===== config.mk =====
export PLATFORM = sky130hd
export DESIGN_NAME = ex_muldiv_iter
export DESIGN_NICKNAME = d
export VERILOG_FILES = /design/src/rtl/ex_muldiv_iter.sv
export SDC_FILE = /design/constraint.sdc
export NUM_CORES = 2
export LEC_CHECK = 0
export CAP_MARGIN = 10
export CORE_MARGIN = 2
export CORE_UTILIZATION = 58
export CTS_BUF_LIST = sky130_fd_sc_hd__clkbuf_8
export DETAILED_ROUTE_END_ITERATION = 8
export PLACE_DENSITY = 0.79
export SLEW_MARGIN = 20
export SYNTH_ARGS = -nofsm -noshare
export SYNTH_HDL_FRONTEND = slang
export SYNTH_SLANG_ARGS = --single-unit

===== constraint.sdc =====
create_clock -name clk -period 10.5 [get_ports clk]
set_clock_uncertainty 0.2 [all_clocks]
set_input_delay 3.15 -clock clk [delete_from_list [all_inputs] [get_ports clk]]
set_output_delay 3.15 -clock clk [all_outputs]
set_load 0.02 [all_outputs]

===== src/rtl/ex_muldiv_iter.sv =====
// Iterative multiply / multiply-accumulate / divide unit for the EX stage.
// Start/busy/done handshake; flush cancels an operation in flight.
module ex_muldiv_iter #(
  parameter int WIDTH    = 32,
  parameter int MUL_STEP = 4
) (
  input  logic                 clk,
  input  logic                 rst,
  input  logic                 start,
  input  logic [2:0]           op,
  input  logic [WIDTH-1:0]     a,
  input  logic [WIDTH-1:0]     b,
  input  logic [2*WIDTH-1:0]   hilo_in,
  input  logic                 flush,
  output logic                 busy,
  output logic                 done,
  output logic [WIDTH-1:0]     hi,
  output logic [WIDTH-1:0]     lo
);

  localparam int K  = WIDTH / MUL_STEP;
  localparam int CW = $clog2(WIDTH + 1);
  localparam logic [CW-1:0] MUL_LAST = CW'(K - 1);
  localparam logic [CW-1:0] DIV_LAST = CW'(WIDTH - 1);

  if (WIDTH % MUL_STEP != 0) begin : g_bad_step
    $error("ex_muldiv_iter: MUL_STEP must divide WIDTH");
  end

  typedef enum logic [2:0] {S_IDLE, S_MUL, S_DIV, S_FIX, S_DONE} state_t;

  state_t               r_state, w_next;
  logic                 r_busy, r_done, w_busy_nxt, w_done_nxt;
  logic [2:0]           r_op;
  logic [WIDTH-1:0]     r_a_raw;
  logic [2*WIDTH-1:0]   r_hilo;
  // Multiply: r_mcand is the shifting multiplicand, r_mplier the multiplier.
  // Divide: r_mcand[WIDTH-1:0] holds the divisor, r_mplier dividend -> quotient.
  logic [2*WIDTH-1:0]   r_mcand;
  logic [WIDTH-1:0]     r_mplier;
  logic [2*WIDTH-1:0]   r_acc;
  logic [WIDTH:0]       r_rem;
  logic [CW-1:0]        r_cnt;
  logic                 r_neg_pq, r_neg_r, r_div0;
  logic [WIDTH-1:0]     r_hi, r_lo;

  logic                 w_launch, w_signed, w_is_div, w_b_zero, w_r_is_div;
  logic [WIDTH-1:0]     w_abs_a, w_abs_b;
  logic [2*WIDTH-1:0]   w_pp, w_prod, w_fix_hilo;
  logic [WIDTH:0]       w_shift, w_diff;

  assign w_launch   = ((r_state == S_IDLE) || (r_state == S_DONE)) && start && !flush;
  assign w_signed   = ~op[0];
  assign w_is_div   = (op[2:1] == 2'b01);
  assign w_b_zero   = (b == '0);
  assign w_abs_a    = (w_signed && a[WIDTH-1]) ? -a : a;
  assign w_abs_b    = (w_signed && b[WIDTH-1]) ? -b : b;
  assign w_r_is_div = (r_op[2:1] == 2'b01);

  assign w_shift = {r_rem[WIDTH-1:0], r_mplier[WIDTH-1]};
  assign w_diff  = w_shift - {1'b0, r_mcand[WIDTH-1:0]};
  assign w_prod  = r_neg_pq ? -r_acc : r_acc;

  // NOTE: every variable assigned in always_comb gets a default first, so no latch is inferred.
  always_comb begin
    w_pp = '0;
    for (int j = 0; j < MUL_STEP; j++) begin
      if (r_mplier[j]) w_pp = w_pp + (r_mcand << j);
    end
  end

  always_comb begin
    w_fix_hilo = w_prod;
    if (w_r_is_div) begin
      if (r_div0) w_fix_hilo = {r_a_raw, {WIDTH{1'b1}}};
      else        w_fix_hilo = {(r_neg_r ? -r_rem[WIDTH-1:0] : r_rem[WIDTH-1:0]),
                                (r_neg_pq ? -r_mplier : r_mplier)};
    end else if (r_op[2]) begin
      w_fix_hilo = r_op[1] ? (r_hilo - w_prod) : (r_hilo + w_prod);
    end
  end

  // State register; busy/done are registered alongside it.
  // NOTE: sequential state uses non-blocking assignments so every flop samples pre-edge values.
  always_ff @(posedge clk) begin
    if (rst) begin
      r_state <= S_IDLE;
      r_busy  <= 1'b0;
      r_done  <= 1'b0;
    end else begin
      r_state <= w_next;
      r_busy  <= w_busy_nxt;
      r_done  <= w_done_nxt;
    end
  end

  always_comb begin
    w_next = r_state;
    case (r_state)
      S_IDLE, S_DONE: w_next = w_launch ? (w_is_div ? (w_b_zero ? S_FIX : S_DIV) : S_MUL)
                                        : S_IDLE;
      S_MUL, S_DIV:   if (r_cnt == '0) w_next = S_FIX;
      S_FIX:          w_next = S_DONE;
      default:        w_next = S_IDLE;
    endcase
    if (flush) w_next = S_IDLE;
  end

  always_comb begin
    w_busy_nxt = (w_next == S_MUL) || (w_next == S_DIV) || (w_next == S_FIX);
    w_done_nxt = (w_next == S_DONE);
  end

  // NOTE: the reset is synchronous and clears every datapath register, not just the FSM.
  always_ff @(posedge clk) begin
    if (rst) begin
      r_op     <= '0;
      r_a_raw  <= '0;
      r_hilo   <= '0;
      r_mcand  <= '0;
      r_mplier <= '0;
      r_acc    <= '0;
      r_rem    <= '0;
      r_cnt    <= '0;
      r_neg_pq <= 1'b0;
      r_neg_r  <= 1'b0;
      r_div0   <= 1'b0;
      r_hi     <= '0;
      r_lo     <= '0;
    end else begin
      if (w_launch) begin
        r_op     <= op;
        r_a_raw  <= a;
        r_hilo   <= hilo_in;
        r_mcand  <= {{WIDTH{1'b0}}, (w_is_div ? w_abs_b : w_abs_a)};
        r_mplier <= w_is_div ? w_abs_a : w_abs_b;
        r_acc    <= '0;
        r_rem    <= '0;
        r_cnt    <= w_is_div ? DIV_LAST : MUL_LAST;
        r_neg_pq <= w_signed & (a[WIDTH-1] ^ b[WIDTH-1]);
        r_neg_r  <= w_signed & a[WIDTH-1];
        r_div0   <= w_b_zero;
      end else if (r_state == S_MUL) begin
        r_acc    <= r_acc + w_pp;
        r_mcand  <= r_mcand << MUL_STEP;
        r_mplier <= r_mplier >> MUL_STEP;
        r_cnt    <= r_cnt - CW'(1);
      end else if (r_state == S_DIV) begin
        // Restoring step: keep the trial difference only when it did not go negative.
        r_rem    <= w_diff[WIDTH] ? w_shift : w_diff;
        r_mplier <= {r_mplier[WIDTH-2:0], ~w_diff[WIDTH]};
        r_cnt    <= r_cnt - CW'(1);
      end
      if ((r_state == S_FIX) && !flush) {r_hi, r_lo} <= w_fix_hilo;
    end
  end

  assign busy = r_busy;
  assign done = r_done;
  assign hi   = r_hi;
  assign lo   = r_lo;

endmodule


# Word-level counts from Yosys, hierarchy flattened
# Index checks and enable logic that the tools add are counted.
# op_classes
add_sub_neg	13
eq_ne	10
shifts	0
reduce_logical	18
n_mul	0
div	0
bitwise	6
order_cmp	0
mux	31
# ops
op	n
$mux W64	9
$mux W32	12
$add A64 B64 Y64	5
$neg A32 Y32	4
$neg A64 Y64	1
$sub A64 B64 Y64	1
$sub A33 B32 Y33	1
$logic_not A32 Y1	1
$mux W6	3
$eq A3 B2 Y1 const B	4
$pmux W3 S3	1
$eq A3 B1 Y1 const B	2
$eq A3 B3 Y1 const B	2
$logic_not A6 Y1	1
$mux W3	2
$reduce_or A2 Y1	3
$sub A6 B1 Y6 const B	1
$logic_and A1 B1 Y1	5
$mux W5	1
$eq A2 B1 Y1 const B	2
$mux W2	2
$logic_not A3 Y1	1
$logic_or A1 B1 Y1	3
$not A1 Y1	3
other kinds (7)	8
# word_totals
latch_bits	0
mem_count	0
ramBits	0
register_bits	369
output_inout_bits	66
mem_bits_ro	0
wordCells	95

# Logic depth before layout (Yosys ltp)
# logic_depth
depth_word	10
mapped_depth	61

# Worst setup path after synthesis
# Ideal clock, no wire load.
# synth_timing
path_type	register to register
start	register r_mplier[0]
end	register r_acc[63]
synth_period_minus_slack_ps	10590
stages_incl_launch_ff	53
slack_ps	-90
t_arrival_ps	10318
cell_sequence	dfxtp_1 > clkbuf_1 > clkbuf_1 > clkbuf_1 > clkbuf_1 > nand2_1 > inv_1 > ha_1 > a21o_1 > a21o_1 > a21oi_1 > o2111ai_1 > a221o_1 > or2_2 > a311o_1 > a32o_1 > ha_1 > clkbuf_1 > (+17 left out) > o21ai_0 > nor2b_1 > nor4b_1 > or4_1 > o21a_1 > ha_1 > inv_1 > nor2_1 > nor2_1 > o21ai_0 > a221o_1 > a21oi_1 > o21ai_0 > a311oi_1 > xor3_1 > xnor2_1 > nor2_1 > mux2i_1
# synth_via
elab_chain_len	8
# synth_lines
item	line	source
start, declared	40	logic [WIDTH-1:0] r_mplier;
start signal, assigned	136	r_mplier <= w_is_div ? w_abs_a : w_abs_b;
start signal, assigned	146	r_mplier <= r_mplier >> MUL_STEP;
start signal, assigned	151	r_mplier <= {r_mplier[WIDTH-2:0], ~w_diff[WIDTH]};
$mux W64 *	68	if (r_mplier[j]) w_pp = w_pp + (r_mcand << j);
$add A64 B64 Y64	68	
$mux W64 *	68	
$add A64 B64 Y64	68	
$mux W64 *	68	
$add A64 B64 Y64	68	
$mux W64 *	68	
$add A64 B64 Y64 *	144	r_acc <= r_acc + w_pp;
end signal, assigned	144	
end, declared	41	logic [2*WIDTH-1:0] r_acc;
# Every way passes the cells marked *; elsewhere a longest branch is shown, timed or not.
# A chain may end at the register's enable or synchronous reset.

# Worst setup path after layout
# Ends and elaborated chain as after synthesis.

==> results_dict.tcl <==
set metrics [dict create \
    drc 0 \
    critPathBufInv 5 \
    synth_cell_type_count 101 \
    clockRootBuffer "clkbuf_8" \
    drtPass1Iterations 7 \
    fin_util 0.6950 \
    fin_cells 7512 \
    crit_type "reg -> reg" \
    first_global_vias 43360 \
    yosysTopAreaCell "dfxtp_1" \
    irDropWorstVdd_v 0.0001217 \
    wl_per_cell_um 21.03 \
    synth_nets 6546 \
    worstSetupStartpointType "register" \
    drt_iter0_drc 6004 \
    htree_levels 3 \
    netlist_area_um2 42330 \
    ys_ff_latch 368 \
    cts_tree "yes" \
    hold_viol_final 0 \
    max_stage_delay_ps 490 \
    ys_warn_count 0 \
    layout_worst_path_cycle_share 0.9695 \
    die_w_um 274.1 \
    seq_area_um2 7393 \
    end_kind "register" \
    setup-violations-final 0 \
    drive_gt1_frac 0.1409 \
    multiInputGateArea_um2 33650 \
    clkPwrFrac 0.281 \
    routed_wl_um 158000 \
    power.density_nw_per_um2 108.1 \
    cts_buffer_depth 3 \
    gp_congestion 1.049 \
    via_count 48250 \
    synth_common_cells "nand2_1, a21oi_1, nor2_1" \
    slowest_stage "or4_1" \
    p_seq_frac 0.280 \
    start_util 0.5831 \
    slew-limit-headroom 0.1529 \
    fp-row-count 99 \
    synthTopCellsByArea "dfxtp_1, ha_1, a21oi_1" \
    overflow 0 \
    cp.arrival_ps 10610 \
    maxCapViolCount 0 \
    synth-edff-count 0 \
    grt_pass1_wl_um 241000 \
    seq_area_frac_synth 0.1741 \
    min_path_type "reg -> reg" \
    portBuffers 200 \
    required_ps 10930 \
    final_nets 6982 \
    core_area_um2 72590 \
    p_leak_uw 0.02238 \
    synth_cells 6062 \
    ant_nets 0 \
    dp_slack_ps -186.3 \
    fin_crit_ps 10180 \
    dp.cells 7364 \
    synthFlopType "dfxtp_1" \
    synth.most_common_cell "nand2_1" \
    internal_power_uw 3219 \
    comb_power_share 0.439 \
    ios 201 \
    dieArea_um2 75150 \
    grt_max_degree 112 \
    grt_usage 0.3997 \
    crit_path_max_fanout 4 \
    numCtsBuffers 70 \
    tns_ps 0 \
    setup_ws_ps 320.1 \
    synthArstFlopShare 0 \
    fillCellCount 6241 \
    worst_slew_pin_slew_ps 1263 \
    avgSynthCellArea_um2 6.982 \
    area_growth_pct 19.19 \
    p_switching_uw 2235 \
    clkSinkCount 368 \
    dpl.hpwl_um 120800 \
    status "finished clean" \
    p_sw_frac 0.4098 \
    fmax_ghz 0.09823 \
    path_clk_slew_ps 70 \
    crit_family "compound AO/OA/AOI/OAI gates" \
    slew_viol_final 0 \
    routed_via_density 6.423 \
    clk_latency_ps 710 \
    antenna_found_initial 6 \
    dieHeight_um 274.1 \
    netlist.area_leader.share 0.1741 \
]
-- power groups by stage --
stage          sequential [µW]  clock (µW)  combinational, µW
3_3_place_gp              1550           0               2250
4_1_cts                   1520        1540               2290
5_1_grt                   1530        1600               2580
2_1_floorplan             1510           0               1630
3_5_place_dp              1550           0               2270
6_report                  1530        1540               2390
-- registers in the layout (all words and copies together) (netlist names) --
| signal | count |
|---|---|
| busy | 1 |
| done | 1 |
| hi | 32 |
| lo | 32 |
| r_a_raw | 32 |
| r_acc | 64 |
| r_cnt | 6 |
| r_div0 | 1 |
| r_hilo | 64 |
| r_mcand | 64 |
| r_mplier | 32 |
| r_neg_pq | 1 |
| r_neg_r | 1 |
| r_op | 2 |
| r_rem | 32 |
| r_state | 3 |
-- layout by cell type (no fill, tap or decap), types with 187 or more instances in the layout --
| master | instances |
|---|---|
| a21o_1 | 231 |
| a21oi_1 | 702 |
| buf_4 | 534 |
| clkdlybuf4s50_1 | 199 |
| dfxtp_1 | 359 |
| ha_1 | 330 |
| inv_1 | 187 |
| nand2_1 | 914 |
| nor2_1 | 477 |
| o21ai_0 | 335 |
| xnor2_1 | 295 |
| xor2_1 | 255 |
-- metal layers --
metal	GRT usage	vias up	wire length (µm)
met1	0.5477	22470	65770
met5	0	-	22
met4	0.1814	4	7988
met2	0.5981	2613	66030
li1	-	22720	-
met3	0.08538	434	18160
-- worst reg2reg max path: cells and delay by family, from the launching register on --
kind            cells  cell delay [ps]
xor+xnor            3              570
fa+ha+maj           5             1350
mux                 1              200
flops               1              400
compound gates     30             4850
buf+inv             5              440
simple gates       12             2100
-- kinds of logic after synthesis --
group           Yosys count  synth area share
buf+inv                 546           0.04910
xor+xnor                556            0.1159
mux                     121           0.03089
simple gates           2111            0.2284
fa+ha+maj               350            0.1045
flops                   368            0.1741
compound gates         2010            0.2971
-- area by class of cell --
class                   instances  area share
multi-input cells            5148      0.6670
flip-flops and latches        368      0.1465
repair buffers                738      0.1208
well taps                     959     0.02378
clock buffers                  81     0.02210
inverters                     172     0.01290
clock inverters                42    0.006746
diodes                          4   0.0001984
-- timing repair --
item                                    in CTS  in global routing
hold buffers                                 0                  0
pin swaps                                   15                 80
resized for setup                           37                168
endpoints found under the setup margin       1                 21
cloned                                       0                  1
buffers inserted                             7                 14
-- worst paths after layout --
path / from / end / slack (ps) / cells after the start
setup reg to reg: r_mplier[0] / r_acc[63] / 320 / 56
setup / recovery: r_mplier[0] / r_acc[63] / 320 / 56
hold reg to reg: hi[28] / hi[28] / 260 / 2
hold / removal: hi[28] / hi[28] / 260 / 2
-- per-stage QoR --
stage	area (µm²)	power, µW	hold slack, ps
4_1_cts	49690	5346	257.4
3_3_place_gp	48070	3798	242.1
2_1_floorplan	42330	3147	232.9
3_5_place_dp	48070	3821	248.8
5_1_grt	50440	5709	275.3
6_report	50450	5455	258.7
No activity file was read; power rests on OpenSTA's default activity.
